### config.mk
export PLATFORM = sky130hd
export DESIGN_NAME = amiga_vpa_sequencer_flat
export DESIGN_NICKNAME = d
export VERILOG_FILES = /design/src/rtl/amiga_vpa_sequencer_if.sv /design/src/rtl/amiga_vpa_sequencer.sv /design/src/flat_wrapper.sv
export SDC_FILE = /design/constraint.sdc
export NUM_CORES = 1
export LEC_CHECK = 0
export CORE_AREA = 2 2 39 41
export CTS_BUF_LIST = sky130_fd_sc_hd__clkbuf_8
export CTS_CLUSTER_DIAMETER = 40
export CTS_CLUSTER_SIZE = 40
export DETAILED_ROUTE_END_ITERATION = 16
export DIE_AREA = 0 0 41 43
export PLACE_DENSITY = 0.66
export SETUP_SLACK_MARGIN = 0.02
export SYNTH_ARGS = -nofsm -noshare
export SYNTH_HDL_FRONTEND = slang
export SYNTH_SLANG_ARGS = --single-unit
### constraint.sdc
create_clock -name clk_i -period 3.1 [get_ports clk_i]
set_input_delay 0.62 -clock clk_i [delete_from_list [all_inputs] [get_ports clk_i]]
set_output_delay 0.62 -clock clk_i [all_outputs]
set_load 0.1 [all_outputs]
### src/rtl/amiga_vpa_sequencer_if.sv
// Bus bundle between the CPU bus core and the VPA sequencer.
// AMIGA_VPA_AUTOVEC_EN adds the function-code input and the autovector flag.
interface amiga_vpa_sequencer_if;
  logic       as_n_i;
  logic       vpa_n_i;
  logic       e_o;
  logic       vma_n_o;
  logic       cyc_end_o;
  logic       busy_o;
`ifdef AMIGA_VPA_AUTOVEC_EN
  logic [2:0] fc_i;
  logic       autovec_o;

  modport slave (
    input  as_n_i, vpa_n_i, fc_i,
    output e_o, vma_n_o, cyc_end_o, busy_o, autovec_o
  );
  modport master (
    output as_n_i, vpa_n_i, fc_i,
    input  e_o, vma_n_o, cyc_end_o, busy_o, autovec_o
  );
`else
  modport slave (
    input  as_n_i, vpa_n_i,
    output e_o, vma_n_o, cyc_end_o, busy_o
  );
  modport master (
    output as_n_i, vpa_n_i,
    input  e_o, vma_n_o, cyc_end_o, busy_o
  );
`endif
endinterface

### src/rtl/amiga_vpa_sequencer.sv
// 6800-style synchronous peripheral cycle sequencer: free-running E clock, _VMA strobe, CYC_END pulse.
// Optional feature macro: AMIGA_VPA_AUTOVEC_EN (FC capture, autovector IACK cycles).
module amiga_vpa_sequencer #(
  parameter int unsigned E_LOW  = 6,
  parameter int unsigned E_HIGH = 4,
  parameter int unsigned CNT_W  = 4
) (
  input  logic                 clk_i,
  input  logic                 rst_i,
  amiga_vpa_sequencer_if.slave bus
);

  localparam logic [CNT_W-1:0] CNT_MAX  = CNT_W'(E_LOW + E_HIGH - 1);
  localparam logic [CNT_W-1:0] SYNC_CNT = CNT_W'(E_LOW - 2);
  localparam logic [CNT_W-1:0] E_LOW_C  = CNT_W'(E_LOW);

  typedef enum logic [1:0] {
    IDLE = 2'd0,
    SYNC = 2'd1,
    VMA  = 2'd2,
    DONE = 2'd3
  } state_e;

  state_e           state_q, state_d;
  logic [CNT_W-1:0] cnt_q, cnt_d;
  logic             e_q, e_d;
  logic             vma_n_q, vma_n_d;
  logic             cyc_end_q, cyc_end_d;
  logic             busy_q, busy_d;
  logic             abort_q, abort_d;
  logic             iack_q, iack_d;
`ifdef AMIGA_VPA_AUTOVEC_EN
  logic             autovec_q, autovec_d;
`endif

  // Phase counter free-runs; E is derived from the next count so both move on the same edge.
  always_comb begin
    cnt_d = cnt_q + {{(CNT_W-1){1'b0}}, 1'b1};
    if (cnt_q == CNT_MAX) begin
      cnt_d = {CNT_W{1'b0}};
    end else begin
      cnt_d = cnt_q + {{(CNT_W-1){1'b0}}, 1'b1};
    end
    e_d = (cnt_d >= E_LOW_C);
  end

  // Next-state and registered-output decode for the bus cycle FSM.
  always_comb begin
    state_d   = state_q;
    vma_n_d   = 1'b1;
    cyc_end_d = 1'b0;
    abort_d   = abort_q;
    iack_d    = iack_q;
`ifdef AMIGA_VPA_AUTOVEC_EN
    autovec_d = 1'b0;
`endif
    case (state_q)
      IDLE: begin
        if (!bus.as_n_i && !bus.vpa_n_i) begin
          state_d = SYNC;
          abort_d = 1'b0;
`ifdef AMIGA_VPA_AUTOVEC_EN
          iack_d  = (bus.fc_i == 3'b111);
`else
          iack_d  = 1'b0;
`endif
        end else begin
          state_d = IDLE;
        end
      end
      SYNC: begin
        if (bus.as_n_i) begin
          state_d = IDLE;
        end else if (cnt_q == SYNC_CNT) begin
          state_d = VMA;
          vma_n_d = iack_q;
        end else begin
          state_d = SYNC;
        end
      end
      VMA: begin
        // The peripheral cycle always runs to E fall; an early _AS release only drops CYC_END.
        if (cnt_q == CNT_MAX) begin
          if (abort_q || bus.as_n_i) begin
            state_d = IDLE;
          end else begin
            state_d   = DONE;
            cyc_end_d = 1'b1;
`ifdef AMIGA_VPA_AUTOVEC_EN
            autovec_d = iack_q;
`endif
          end
        end else begin
          vma_n_d = iack_q;
          abort_d = abort_q | bus.as_n_i;
        end
      end
      DONE: begin
        if (bus.as_n_i) begin
          state_d = IDLE;
        end else begin
          state_d = DONE;
        end
      end
      default: begin
        state_d = IDLE;
      end
    endcase
    busy_d = (state_d != IDLE);
  end

  // State and output registers with synchronous reset.
  always_ff @(posedge clk_i) begin
    if (rst_i) begin
      state_q   <= IDLE;
      cnt_q     <= {CNT_W{1'b0}};
      e_q       <= 1'b0;
      vma_n_q   <= 1'b1;
      cyc_end_q <= 1'b0;
      busy_q    <= 1'b0;
      abort_q   <= 1'b0;
      iack_q    <= 1'b0;
`ifdef AMIGA_VPA_AUTOVEC_EN
      autovec_q <= 1'b0;
`endif
    end else begin
      state_q   <= state_d;
      cnt_q     <= cnt_d;
      e_q       <= e_d;
      vma_n_q   <= vma_n_d;
      cyc_end_q <= cyc_end_d;
      busy_q    <= busy_d;
      abort_q   <= abort_d;
      iack_q    <= iack_d;
`ifdef AMIGA_VPA_AUTOVEC_EN
      autovec_q <= autovec_d;
`endif
    end
  end

  assign bus.e_o       = e_q;
  assign bus.vma_n_o   = vma_n_q;
  assign bus.cyc_end_o = cyc_end_q;
  assign bus.busy_o    = busy_q;
`ifdef AMIGA_VPA_AUTOVEC_EN
  assign bus.autovec_o = autovec_q;
`endif

endmodule

### src/flat_wrapper.sv
// flat-port wrapper written by rule: the top's interface ports become plain ports
module amiga_vpa_sequencer_flat 
#(
  parameter int unsigned E_LOW  = 6,
  parameter int unsigned E_HIGH = 4,
  parameter int unsigned CNT_W  = 4
)
  (clk_i, rst_i, bus_as_n_i, bus_vpa_n_i, bus_e_o, bus_vma_n_o, bus_cyc_end_o, bus_busy_o);
  amiga_vpa_sequencer_if bus_i ();
  input  logic clk_i;
  input  logic rst_i;
  input wire logic [$bits(bus_i.as_n_i)-1:0] bus_as_n_i;
  input wire logic [$bits(bus_i.vpa_n_i)-1:0] bus_vpa_n_i;
  output wire logic [$bits(bus_i.e_o)-1:0] bus_e_o;
  output wire logic [$bits(bus_i.vma_n_o)-1:0] bus_vma_n_o;
  output wire logic [$bits(bus_i.cyc_end_o)-1:0] bus_cyc_end_o;
  output wire logic [$bits(bus_i.busy_o)-1:0] bus_busy_o;
  assign bus_i.as_n_i = bus_as_n_i;
  assign bus_i.vpa_n_i = bus_vpa_n_i;
  assign bus_e_o = bus_i.e_o;
  assign bus_vma_n_o = bus_i.vma_n_o;
  assign bus_cyc_end_o = bus_i.cyc_end_o;
  assign bus_busy_o = bus_i.busy_o;
  amiga_vpa_sequencer #(.E_LOW(E_LOW), .E_HIGH(E_HIGH), .CNT_W(CNT_W)) u_core (.clk_i(clk_i), .rst_i(rst_i), .bus(bus_i));
endmodule
Word-level counts from Yosys, hierarchy flattened
Index checks and enable logic that the tools add are counted.
W data, S select, Z words.
- input bits: 4
- bits in read-only memories: 0
- word-level logic and storage cells: 44
- latch bits: 0
- memories: 0
- RAM bits: 0
- output and inout port bits: 4
- bits in registers: 11
- multiply operators: 0
- bitwise gates (word level): 3
- add/subtract/negate cells: 1
- mux-type cells: 16
- magnitude comparators: 1
- shift operators: 0
- equal/unequal tests: 7
- divide/modulo/power cells: 0
- reduce and logical (&&, ||, !) cells: 9
- operator list (cell ; count):
    $mux W2 ; 5
    $pmux W2 S4 ; 1
    $mux W1 ; 7
    $add A4 B1 Y4 const B ; 1
    $eq A2 B2 Y1 const B ; 2
    $eq A4 B3 Y1 const B ; 1
    $eq A4 B4 Y1 const B ; 1
    $ge A4 B3 Y1 const B ; 1
    $mux W4 ; 1
    $pmux W1 S2 ; 2
    $reduce_bool A2 Y1 ; 2
    $reduce_and A3 Y1 ; 1
    $reduce_or A3 Y1 ; 1
    $eq A2 B1 Y1 const B ; 1
    $logic_not A1 Y1 ; 2
    $logic_not A2 Y1 ; 1
    $ne A2 B1 Y1 const B ; 1
    $ne A2 B2 Y1 const B ; 1
    $not A1 Y1 ; 2
    $logic_and A1 B1 Y1 ; 1
    $logic_or A1 B1 Y1 ; 1
    $or A1 B1 Y1 ; 1

Logic depth before layout (Yosys ltp)
- depth after elaboration: 5
- mapped depth: 6
- depth with buffers taken out: 6

Worst setup path after synthesis
No wires, ideal clock.
- kind: reg2out
- start: register u_core.busy_q, in the netlist u_core.bus.busy_o
- end: output port bus_busy_o
- buffers on the path: 0
- stages on the path, launching flop included: 1
- slack: 1571 ps
- data arrival time: 909 ps
- required time: 2480 ps
- cells stage by stage: dfxtp_1
- RTL lines (what ; RTL line ; text):
    start: declaration ; amiga_vpa_sequencer.sv:29 ; logic busy_q, busy_d;
    start signal: assignment ; amiga_vpa_sequencer.sv:132 ; busy_q <= busy_d;
    end: declaration ; flat_wrapper.sv:17 ; output wire logic [$bits(bus_i.busy_o)-1:0] bus_busy_o;
No word-level cell between the ends.

Final worst setup path
- start: input port bus_as_n_i
- end: register u_core.busy_q, in the netlist u_core.bus.busy_o
- cells in the longest elaborated chain, start to end: 5
- elaborated cells on any way between the ends: 10
- those cells by class: mux (6); reduce/logical (4)
- RTL lines (what ; RTL line ; text):
    start: declaration ; flat_wrapper.sv:12 ; input wire logic [$bits(bus_i.as_n_i)-1:0] bus_as_n_i;
    $logic_or A1 B1 Y1 or $logic_not A1 Y1 (tied branches) ; amiga_vpa_sequencer.sv:84, amiga_vpa_sequencer.sv:59 ;
    $mux W2 or $logic_and A1 B1 Y1 (tied branches) ; amiga_vpa_sequencer.sv:84, amiga_vpa_sequencer.sv:59 ;
    $mux W2 or $mux W1 (tied branches) ; amiga_vpa_sequencer.sv:83, amiga_vpa_sequencer.sv:59 ;
    $pmux W2 S4 * ; amiga_vpa_sequencer.sv:57 ; case (state_q)
    $reduce_bool A2 Y1 * ; amiga_vpa_sequencer.sv:109 ; busy_d = (state_d != IDLE);
Every way passes the cells marked *; elsewhere a longest branch is shown, timed or not.
A chain may end at the register's enable or synchronous reset.

==> results.md <==
- Outcome: finished, final reports clean
- Slew @ Worst Pin: 0.410 ns
- Crit path cell chain: clkdlybuf4s50_1 -> and2b_2 -> nor2b_1 -> a221oi_1 -> o32ai_1
- FMAX: 0.547 GHz
- Post-synth top area share: 37.8%
- Hold slack: 0.477 ns
- Die Wd: 41 µm
- Routed wire length: 1040 µm
- Period utilization: 58.9%
- Syn avg cell area: 9.24 µm²
- Layout cell share with drive strength beyond 1: 18.3%
- Slew headroom: 72.6%
- Seq/Total Area, Yosys: 37.8%
- CTS buffer count: 3
- Initial core utilization: 42.0%
- DRC viols: 0
- Post-DRT Antenna Nets: 0
- Htree depth: 1
- Final Hold Fails: 0
- DIE HEIGHT: 43 µm
- DR iter-0 viols: 0
- Crit-path max cell delay: 0.55 ns
- Largest net degree at the start of global routing: 12
- Commonest cells post-synth: dfxtp_1 (11), inv_1 (6), o21ai_0 (6), ha_1 (5), nor2_1 (5)
- DR pass1 iterations: 1
- Async S/R FF share, synth: 0%
- Count leader, synth: dfxtp_1
- Area growth syn-to-layout: 17.6%
- Worst skew pair latency: 0.24 ns
- Power Dens Cells: 492 nW/µm²
- Max Cap Viol: 0
- Setup Skew: 0.00119 ns
- Worst R2R Path Depth: 5
- Vias: 464
- Min-delay worst type: flop to flop
- Wire per inst: 12.0 µm
- Worst setup path class: input port to flop
- Min Tclk post-route: 1.83 ns
- Yosys cell types: 28
- Setup slack after placement: 1.04 ns
- Number of diodes: 0
- Hold Crit Depth: 1
- Final Max Slew Viols: 0
- Post-synth top flop: dfxtp_1
- Cells after Synth: 63
- Leakage: 0.276 nW
- Dpl hpwl: 768 µm
- Clk pin slew, worst setup/hold paths: 0.05 ns
- Layout net count: 81
- CTS root buffer: clkbuf_8
- CTS tree: yes
- WP data arrival: 1.94 ns
- Core area: 1380 µm²
- CP max-delay cell: clkdlybuf4s50_1
- I/O pin cnt: 8
- Unrepaired setup endpoints after global routing: no
- CTS max path bufs: 2
- Critical path fanouts, max: 6
- Synth warnings: 0
- Routed vias/inst: 5.33
- Buffers added on ports: 7
- Post-Layout Cell Count: 87
- Die Area: 1760 µm²
- Initial antenna violation count: 0
- Synth top area cells: dfxtp_1 (38%), ha_1 (11%), o21ai_0 (5.2%)
- Worst path top cell family by delay: buffers and inverters
- Peak VDD IR: 200 µV
- Post-route setup slack: 1.27 ns
- Critical path depth: 5
- Post-Syn Area: 582 µm²
- Critical path capture point type: flop
- Grt ovf: 0
- First-pass GRT wire length: 1760 µm
- Setup Buffers After CTS: 0
- Synth area leader: dfxtp_1
- CTS sink cnt: 11
- Setup_tns: 0 ns
- Tot GR Track Use: 15.6%
- Post-synth EDFFs: 0
- Crit path required time: 3.21 ns
- Placement row count: 14
- Post-CTS sizing: 0
- CTS hold repair buffers: 0
- Worst setup SP type: input port
- Placed Instances: 83
- Setup violations, final: 0
- Buf+Inv Stages, Crit Path: 1
- FF+latch count, synth: 11
- Vias in the first global route: 432
- GPL Wtd Cong: 0.723
- Syn Nets: 72
==> cells in the final DEF (no fill, tap or decap) <==
master            n
dfxtp_1          11
inv_1             7
o21ai_0           6
nor2_1            5
ha_1              5
buf_4             4
nor2b_1           3
nand2_1           3
clkbuf_8          3
clkdlybuf4s50_1   3
a21o_1            2
a21oi_1           2
a221oi_1          2
and4bb_1          1
a31o_2            1
or4b_4            1
and2b_2           1
a221oi_2          1
or2_2             1
xnor2_1           1
a211oi_1          1
o32ai_1           1
nor4_1            1
nand4b_1          1
nand3_1           1
and3_2            1
nor3_1            1
mux2i_1           1
==> flip-flops by register name, summed over array words and instances, names as in the netlist <==
name / count
u_core.cnt_q: 4
u_core.state_q: 2
u_core.abort_q: 1
u_core.bus.busy_o: 1
u_core.bus.cyc_end_o: 1
u_core.bus.e_o: 1
u_core.bus.vma_n_o: 1
==> layer usage <==
metal | wire length [µm] | track usage, % | up-vias
li1 | - | - | 236
met4 | 26 | 14.0 | 0
met2 | 505 | 21.9 | 6
met1 | 474 | 17.8 | 218
met3 | 36 | 4.71 | 4
met5 | 0 | 0 | -
==> kinds of logic (layout without fill, tap and decap cells) <==
group           Yosys count  in the layout  synth area share [%]
compound gates           16             16                  19.4
xor+xnor                  1              1                  1.51
fa+ha+maj                 5              5                  10.8
buf+inv                   9             17                  7.74
flops                    11             11                  37.8
mux                       1              1                  1.72
simple gates             20             20                  21.1
==> area by class of cell <==
type	count	area, µm²
well taps	16	20.0
multi-input cells	43	317
flip-flops and latches	11	220
repair buffers	7	60.1
clock inverters	1	3.75
clock buffers	3	41.3
inverters	6	22.5
fillers	139	699
==> per-stage QoR <==
step,area [µm²],util (%),total power [W]
finish,684,49.5,0.000337
global route,684,49.5,0.000356
CTS,684,49.5,0.000342
detailed placement,639,46.2,0.000201
global placement,639,46.2,0.000200
floorplan,582,-,0.000192
==> path summary, 6_finish.rpt <==
check,from,endpoint,slack [ns]
worst max register to register,u_core.state_q[0],u_core.bus.busy_o,1.50
worst min register to register,u_core.abort_q,u_core.bus.cyc_end_o,0.48
worst min-delay path,u_core.abort_q,u_core.bus.cyc_end_o,0.48
worst max-delay path,bus_as_n_i,u_core.bus.busy_o,1.27
==> where the power goes <==
part | leakage (nW) | total (W) | switching, W | internal (W)
Clock | 0.0269 | 0.000139 | 0.0000524 | 0.0000868
Sequential | 0.0898 | 0.000155 | 0.00000765 | 0.000148
Combinational | 0.159 | 0.0000426 | 0.0000261 | 0.0000165
Total | 0.276 | 0.000337 | 0.0000862 | 0.000251
(Power assumes the default switching activity.)
